===== config.mk =====
export PLATFORM = sky130hd
export DESIGN_NAME = udp_tx
export DESIGN_NICKNAME = d
export VERILOG_FILES = /design/src/rtl/udp_pkg.sv /design/src/rtl/udp_tx.sv
export SDC_FILE = /design/constraint.sdc
export NUM_CORES = 1
export LEC_CHECK = 0
export BUFFER_PORTS_ARGS = -buffer_cell sky130_fd_sc_hd__buf_2
export CORE_ASPECT_RATIO = 1.5
export CORE_UTILIZATION = 48
export CTS_CLUSTER_SIZE = 14
export DETAILED_ROUTE_END_ITERATION = 8
export PLACE_DENSITY = 0.66
export SKIP_LAST_GASP = 1
export SYNTH_ARGS = -nofsm -noshare
export SYNTH_HDL_FRONTEND = slang
export SYNTH_SLANG_ARGS = --single-unit

===== constraint.sdc =====
create_clock -name clk -period 3.1 [get_ports clk]
set_clock_uncertainty 0.1 [all_clocks]
set_input_delay 0.62 -clock clk [delete_from_list [all_inputs] [get_ports clk]]
set_output_delay 0.62 -clock clk [all_outputs]
set_load 0.05 [all_outputs]

===== src/rtl/udp_pkg.sv =====
// Shared UDP transmit definitions: header length, FSM encoding, default
// port/payload limits and the header byte selector.
package udp_pkg;

  localparam logic [15:0] UDP_HDR_LEN         = 16'd8;
  localparam logic [15:0] DEFAULT_LOCAL_PORT  = 16'hF000;
  localparam logic [15:0] DEFAULT_MAX_PAYLOAD = 16'd1472;

  typedef enum logic [2:0] {
    IDLE      = 3'd0,
    WAIT_ACK  = 3'd1,
    SEND_HEAD = 3'd2,
    SEND_DATA = 3'd3,
    TX_END    = 3'd4
  } udp_state_t;

  // Checksum bytes are sent as zero: checksum generation is disabled.
  function automatic logic [7:0] hdr_byte(input logic [2:0]  idx,
                                          input logic [15:0] src,
                                          input logic [15:0] dst,
                                          input logic [15:0] len);
    logic [7:0] b;
    b = 8'h00;
    case (idx)
      3'd0: b = src[15:8];
      3'd1: b = src[7:0];
      3'd2: b = dst[15:8];
      3'd3: b = dst[7:0];
      3'd4: b = len[15:8];
      3'd5: b = len[7:0];
      default: b = 8'h00;
    endcase
    return b;
  endfunction

endpackage


===== src/rtl/udp_tx.sv =====
// UDP transmit framer: requests the IP layer, then streams the 8-byte header
// followed by payload bytes pulled from the application buffer.
//
// state     | meaning
// IDLE      | waiting for an application request
// WAIT_ACK  | udp_tx_req held high until the IP layer grants
// SEND_HEAD | emitting header bytes 0..7
// SEND_DATA | emitting payload bytes
// TX_END    | end pulse visible, busy released on exit
module udp_tx
  import udp_pkg::*;
#(
  parameter logic [15:0] LOCAL_PORT  = DEFAULT_LOCAL_PORT,
  parameter logic [15:0] MAX_PAYLOAD = DEFAULT_MAX_PAYLOAD
) (
  input  logic        clk,
  input  logic        rstn,
  input  logic        app_tx_req,
  input  logic [15:0] app_tx_length,
  input  logic [15:0] app_dest_port,
  output logic        app_tx_rd_en,
  input  logic [7:0]  app_tx_data,
  output logic        app_tx_busy,
  output logic        udp_tx_req,
  input  logic        ip_tx_ack,
  output logic [15:0] udp_tx_length,
  output logic [7:0]  udp_tx_data,
  output logic        udp_tx_valid,
  output logic        udp_tx_end,
  output logic        udp_tx_error
);

  // Read strobe leads the output byte by two cycles: buffer latency plus output register.
  localparam logic [15:0] RD_LEAD = 16'd2;

  udp_state_t  state_q, state_n;
  logic [15:0] cnt_q, cnt_n;
  logic [15:0] dest_q, dest_n;
  logic [15:0] length_q, length_n;
  logic [7:0]  data_q, data_n;
  logic        valid_q, valid_n;
  logic        rd_en_q, rd_en_n;
  logic        busy_q, busy_n;
  logic        req_q, req_n;
  logic        end_q, end_n;
  logic        err_q, err_n;
  logic [7:0]  hdr;
  logic        rd_due;

  assign hdr    = hdr_byte(cnt_q[2:0], LOCAL_PORT, dest_q, length_q);
  // cnt_q is the index of the byte emitted at the coming edge.
  assign rd_due = (cnt_q >= (UDP_HDR_LEN - RD_LEAD)) && ((cnt_q + RD_LEAD) < length_q);

  always_comb begin
    state_n  = state_q;
    cnt_n    = cnt_q;
    dest_n   = dest_q;
    length_n = length_q;
    data_n   = 8'h00;
    valid_n  = 1'b0;
    rd_en_n  = 1'b0;
    busy_n   = busy_q;
    req_n    = req_q;
    end_n    = 1'b0;
    err_n    = 1'b0;
    case (state_q)
      IDLE: begin
        cnt_n = 16'd0;
        if (app_tx_req) begin
          if (app_tx_length <= MAX_PAYLOAD) begin
            dest_n   = app_dest_port;
            length_n = app_tx_length + UDP_HDR_LEN;
            req_n    = 1'b1;
            busy_n   = 1'b1;
            state_n  = WAIT_ACK;
          end else begin
            err_n = 1'b1;
          end
        end
      end
      WAIT_ACK: begin
        cnt_n = 16'd0;
        if (ip_tx_ack) begin
          req_n   = 1'b0;
          valid_n = 1'b1;
          data_n  = hdr;
          cnt_n   = 16'd1;
          state_n = SEND_HEAD;
        end
      end
      SEND_HEAD: begin
        if (cnt_q < UDP_HDR_LEN) begin
          valid_n = 1'b1;
          data_n  = hdr;
          cnt_n   = cnt_q + 16'd1;
          rd_en_n = rd_due;
          if ((cnt_q == UDP_HDR_LEN - 16'd1) && (length_q != UDP_HDR_LEN))
            state_n = SEND_DATA;
        end else begin
          end_n   = 1'b1;
          cnt_n   = 16'd0;
          state_n = TX_END;
        end
      end
      SEND_DATA: begin
        if (cnt_q < length_q) begin
          valid_n = 1'b1;
          data_n  = app_tx_data;
          cnt_n   = cnt_q + 16'd1;
          rd_en_n = rd_due;
        end else begin
          end_n   = 1'b1;
          cnt_n   = 16'd0;
          state_n = TX_END;
        end
      end
      TX_END: begin
        cnt_n   = 16'd0;
        busy_n  = 1'b0;
        state_n = IDLE;
      end
      default: begin
        cnt_n   = 16'd0;
        busy_n  = 1'b0;
        req_n   = 1'b0;
        state_n = IDLE;
      end
    endcase
  end

  always_ff @(posedge clk) begin
    if (!rstn) begin
      state_q  <= IDLE;
      cnt_q    <= 16'd0;
      dest_q   <= 16'd0;
      length_q <= 16'd0;
      data_q   <= 8'h00;
      valid_q  <= 1'b0;
      rd_en_q  <= 1'b0;
      busy_q   <= 1'b0;
      req_q    <= 1'b0;
      end_q    <= 1'b0;
      err_q    <= 1'b0;
    end else begin
      state_q  <= state_n;
      cnt_q    <= cnt_n;
      dest_q   <= dest_n;
      length_q <= length_n;
      data_q   <= data_n;
      valid_q  <= valid_n;
      rd_en_q  <= rd_en_n;
      busy_q   <= busy_n;
      req_q    <= req_n;
      end_q    <= end_n;
      err_q    <= err_n;
    end
  end

  assign app_tx_rd_en  = rd_en_q;
  assign app_tx_busy   = busy_q;
  assign udp_tx_req    = req_q;
  assign udp_tx_length = length_q;
  assign udp_tx_data   = data_q;
  assign udp_tx_valid  = valid_q;
  assign udp_tx_end    = end_q;
  assign udp_tx_error  = err_q;

endmodule


# Word level (Yosys, flattened, before mapping)
# Cells that the tools add are included.
[word_totals]
output_inout_bits = 30
inputBits = 44
elab_cells = 79
register_bits = 65
[op_classes]
mux = 32
order_cmp = 5
n_reduce_logical = 11
n_eq_ne = 15
addsub = 3
bitwise = 2
[ops]
columns = ["cell", "count"]
rows = [
  ["16-bit one-hot mux with 3 select lines", 1],
  ["8-bit one-hot mux with 5 select lines", 1],
  ["16-bit < comparator", 2],
  ["16-bit 2-to-1 mux", 2],
  ["8-bit 2-to-1 mux", 3],
  ["8-bit one-hot mux with 3 select lines", 1],
  ["3-bit 2-to-1 mux", 6],
  ["16-bit by 1-bit adder with 16-bit output (second input constant)", 1],
  ["16-bit by 2-bit adder with 16-bit output (second input constant)", 1],
  ["16-bit by 4-bit adder with 16-bit output (second input constant)", 1],
  ["16-bit by 3-bit == test with 1-bit output (second input constant)", 1],
  ["16-bit by 3-bit greater-or-equal comparator with 1-bit output (second input constant)", 1],
  ["16-bit by 11-bit less-or-equal comparator with 1-bit output (second input constant)", 1],
  ["16-bit by 4-bit < comparator with 1-bit output (second input constant)", 1],
  ["16-bit by 4-bit != test with 1-bit output (second input constant)", 1],
  ["3-bit by 2-bit == test with 1-bit output (second input constant)", 4],
  ["1-bit 2-to-1 mux", 12],
  ["3-bit one-hot mux with 4 select lines", 1],
  ["3-bit == test (second input constant)", 3],
  ["3-bit AND reduction", 3],
  ["2-bit != test (second input constant)", 4],
  ["3-bit logical NOT", 2],
  ["1-bit one-hot mux with 2 select lines", 3],
  ["1-bit one-hot mux with 3 select lines", 2],
  ["7 further kinds", 10],
]

# Longest topological paths before layout
[logic_depth]
depth_word = 5
ltp_mapped = 11
depth_no_buf = 11

# Worst setup path before layout
# No wires, ideal clock.
[synth_path]
kind = "register to register"
start = "register cnt_q[2]"
end = "register rd_en_q (netlist: app_tx_rd_en)"
t_arrival_ns = 2.573
required_time_ns = 2.905
period_less_slack_ns = 2.768
slack_ns = 0.332
path_stages_with_launch = 11
cell_sequence = "dfxtp_1 > ha_1 > and2_1 > nand2_1 > xnor2_1 > ha_1 > and3_1 > o211a_1 > a221o_1 > a2111o_1 > a221oi_1"
[synth_between]
elab_chain_cells = 5
elab_cells_between_ends = 9
classes_between = "add/sub (1); order compare (4); mux (3); reduce/logical (1)"
[synth_lines]
columns = ["element", "line", "text"]
rows = [
  ["start, declared", "udp_tx.sv:37", "logic [15:0] cnt_q, cnt_n;"],
  ["start signal, assigned", "udp_tx.sv:146", "cnt_q <= cnt_n;"],
  ["16-bit by 2-bit adder with 16-bit output", "udp_tx.sv:52", "assign rd_due = (cnt_q >= (UDP_HDR_LEN - RD_LEAD)) && ((cnt_q + RD_LEAD) < length_q);"],
  ["16-bit < comparator", "udp_tx.sv:52", ""],
  ["1-bit logical AND", "udp_tx.sv:52", ""],
  ["1-bit 2-to-1 mux, on equally long branches", "udp_tx.sv:106, udp_tx.sv:92", ""],
  ["1-bit one-hot mux with 2 select lines *", "udp_tx.sv:66", "case (state_q)"],
  ["end signal, assigned", "udp_tx.sv:151", "rd_en_q <= rd_en_n;"],
  ["end, declared", "udp_tx.sv:42", "logic rd_en_q, rd_en_n;"],
]
# Mark *: on every way between the ends. The rest lies on a longest branch, timed or not.
# A chain may end at the register's enable or synchronous reset.

# Final worst setup path
[layout_path]
start = "register cnt_q[3]"
end = "register rd_en_q (netlist: app_tx_rd_en)"
# The elaborated chain is that of the path after synthesis.

==> results by group <==
Clock tree
  – # H-tree levels: 3
  – Worst-case clock buffer depth: 2
  – Clk pin slew, worst setup/hold paths: approximately 0.06 ns
  – CTS tree: done
  – Clk sinks: 65
  – Clk Tree Root Cell: clkbuf_16
  – TritonCTS buffer count: 9
  – Worst skew pair latency: ~0.34 ns
  – CTS Hold Bufs: 0

GRT
  – Grt total ovfl: 0
  – Vias in the first global route: around 3.6k
  – First-pass GRT wire length: around 18000 um
  – Largest net degree at the start of global routing: 44
  – Antenna violations before repair: 0
  – Tot GR Track Use: 25.90%

Final layout
  – Area grow syn2layout: 14.98%
  – Antenna cells: 0
  – Share of layout cells above drive strength 1: between 20% and 30%
  – Nets: about 620

Power
  – Max VDD drop: roughly 0.00033 V
  – Total power: 1.953 mW
  – Static Leak: 1.972 nW
  – PwrDens: 404.3 nW/um^2

Timing
  – Pins Over Slew Limit: 0
  – Worst-margin pin slew: around 0.6 ns
  – Final Setup Violations: 0
  – Setup TNS: 0 ns
  – Final hold violations: 0
  – Fmax: roughly 0.35 GHz
  – Final worst setup slack: approximately 0.26 ns
  – Worst slew margin: a little over 60%
  – Min cycle time layout: about 2.8 ns
  – Crit share post-route: about nine tenths
  – Setup repair after global routing missed its margin: no

Detailed routing
  – Via count: ~3.6k
  – Starting DRC count in detailed routing: ~180
  – Via-to-Cell Ratio: roughly 5.6
  – First-pass iteration count of the detailed router: 4
  – Wire per inst: about 17 um
  – ANT nets after route: 0
  – WL met2: about 5500 um
  – Wl on met1: 4415 um
  – Max Used Layer: met4
  – # DRC: 0
  – Routed wire length: between 10000 and 15000 um
  – Met3 wire len: between 400 and 500 um

Critical path
  – Worst R2R End: app_tx_rd_en
  – Crit-path max FO: 10
  – WS Path Type: register to register
  – Family with the most delay on the worst path: compound AO/OA/AOI/OAI gates
  – Crit-path cells: and2_1 -> nand2_1 -> xnor2_1 -> ha_1 -> and3_1 -> o211a_1 -> a221o_1 -> a2111o_1 -> a221oi_1
  – FF-to-FF path depth: 9
  – CP arrival: ~3 ns
  – Crit. End Element: register
  – CP max-delay cell: dfxtp_1
  – CP max stage delay: approximately 0.52 ns
  – Worst setup path start: cnt_q[3]
  – CP startpoint kind: register
  – Worst reg2reg setup slack: approximately 0.26 ns
  – Worst r2r src: cnt_q[3]
  – WP buf/inv: 0
  – Worst Path Required: ~3.2 ns

Synth
  – Simple-Gate Fraction of Synth Area: 20.46%
  – Main combinational cell family by area after synthesis: compound AO/OA/AOI/OAI gates
  – Mapped Cells: ~470
  – Post-synth top area share: 30.97%
  – Syn avg cell area: about 8.9 sq um
  – Top_reg_cell synth: dfxtp_1
  – Post-synthesis register bit count: 65
  – Top post-synthesis cells by area: dfxtp_1, ha_1, nand2_1
  – Synth unique cells: between 50 and 60
  – Post-synthesis sequential area ratio: a little under a third
  – Synth warn: 0
  – Post-synth EDFFs: 0
  – Yosys top cell by area: dfxtp_1
  – Mapped Area: roughly 4200 sq um
  – Compound-cell area share of the yosys netlist: between 20% and 30%
  – FFs w/ async S/R, synth: 0%
  – Xor and xnor area share after synthesis: ~6.7%
  – Post-synthesis adder-cell area fraction: between 10% and 20%
  – Syn nets: 553
  – Post-synthesis mux area share: about 1.9%

Die
  – # rows: roughly 40
  – Die width: between 70 and 80 um
  – Die area: just over 9000 sq um
  – Initial Utilization: 49.64%
  – Die height: approximately 120 um
  – Core area: between 8000 and 9000 sq um
  – Top Ports: between 70 and 80

Place
  – Gp weighted congestion: 0.8949
  – Buffers added on ports: between 70 and 80
  – Hpwl dp: between 8000 and 9000 um
  – Setup WS pre-CTS: roughly 0.22 ns

Min path
  – Hold Crit Start: dest_q[11]
  – Worst Hold Class: register to register
  – Min-Delay Endpoint: dest_q[11]
  – WHS Path Cells: 2

Job
  – Max-cap check violation count: 0

Status
  – Run status: complete, no violations
area by class of cell:
class / instances / area (sq um)
Fill cell: 808 / 3633
Clock buffer: 9 / 225.2
Sequential cell: 65 / 1303
Multi-Input combinational cell: 356 / 2571
Clock inverter: 7 / 70.07
Inverter: 22 / 82.58
Timing Repair Buffer: 82 / 445.4
Tap cell: 107 / 133.9
synthesized netlist by cell type (5+ instances only):
cell / number
o21ai_0: 7
nor2_1: 27
nor2b_1: 11
nand2_1: 62
a211oi_1: 8
a21boi_1: 14
mux2i_1: 8
a221oi_1: 5
xor2_1: 14
a21oi_1: 39
inv_1: 21
nand4_1: 12
a211oi_2: 9
nor3_1: 9
clkbuf_8: 5
dfxtp_1: 65
ha_1: 37
and3_1: 7
xnor2_1: 18
clkbuf_1: 10
o211a_1: 7
nor4_1: 5
o22ai_2: 8
nand3_1: 10
buf_6: 6
timing repair:
item                                    in CTS  in global routing
buffers inserted                             0                  0
endpoints found under the setup margin       0                  1
gates resized for setup                      0                  2
worst reg2reg max path: cells and delay by family, from the launching register on:
family                     cells  cell delay, ns
and+or+nand+nor                3            0.59
xor gates and xnor gates       1            0.13
DFF                            1            0.52
adders and majority gates      1            0.30
AOI/OAI and AO/OA              4            1.10
cells in the final DEF, fill, tap and decap left out, types with 3 or more instances in the layout:
cell type and count:
dfxtp_1 64, mux2i_1 8, a21oi_1 39, ha_1 37
o21ai_1 3, nor3_1 8, and4_1 3, buf_2 73
nand4_1 12, nor4_1 5, and3_1 7, inv_1 21
clkbuf_16 9, nand3_1 10, a211oi_1 8, nand2_1 62
xor2_1 14, o21ai_0 7, nor2_1 27, clkinv_2 3
a221oi_1 5, xnor2_1 18, a21boi_1 14, o211a_1 7
buf_4 8, a22oi_1 4, o22ai_2 8, nor2b_1 11
a211oi_2 9, nor4b_1 3
cell families (layout without fill, tap and decap cells):
group / after synthesis / after routing
compound gates: 115 / 115
xor+xnor: 32 / 32
fa+ha+maj: 37 / 37
buf+inv: 51 / 120
flops: 65 / 65
mux: 8 / 8
simple gates: 164 / 164
metal layers:
| metal | GRT usage [%] | vias to the layer above |
|---|---|---|
| met1 | 29.43 | 1683 |
| met3 | 3.750 | 35 |
| met5 | 0 | - |
| met4 | 18.15 | 0 |
| met2 | 44.56 | 92 |
| li1 | - | 1825 |
power by group:
part,internal (mW),total [mW],leakage (nW),switching [mW]
clock,0.622,1.02,0.146,0.397
combinational,0.0416,0.0918,1.30,0.0503
sequential,0.839,0.842,0.524,0.00337
total,1.50,1.95,1.97,0.451
state kept, by name (all words and copies together) (netlist names):
register / count
cnt_q: 16
dest_q: 16
udp_tx_length: 16
udp_tx_data: 8
state_q: 3
app_tx_busy: 1
app_tx_rd_en: 1
udp_tx_end: 1
udp_tx_error: 1
udp_tx_req: 1
udp_tx_valid: 1
stage by stage:
stage | instances | area (sq um) | util (%) | hold WS, ns
4_1_cts | 648 | 4825 | 57.00 | 0.3608
2_1_floorplan | 472 | 4202 | - | 0.3354
6_report | 648 | 4831 | 57.07 | 0.3597
3_5_place_dp | 632 | 4529 | 53.51 | 0.3506
3_3_place_gp | 632 | 4529 | 53.51 | 0.3456
5_1_grt | 648 | 4831 | 57.07 | 0.3761
how the worst max path moves through the flow:
stage / slack, ns / cells after the start / to
finish: 0.26 / 9 / app_tx_rd_en
global route: 0.07 / 10 / app_tx_rd_en
CTS: 0.20 / 10 / app_tx_rd_en
detailed placement: 0.22 / 10 / app_tx_rd_en
global placement: 0.30 / 10 / app_tx_rd_en
floorplan: 0.33 / 10 / app_tx_rd_en
Power figures use the tool's default switching activity.
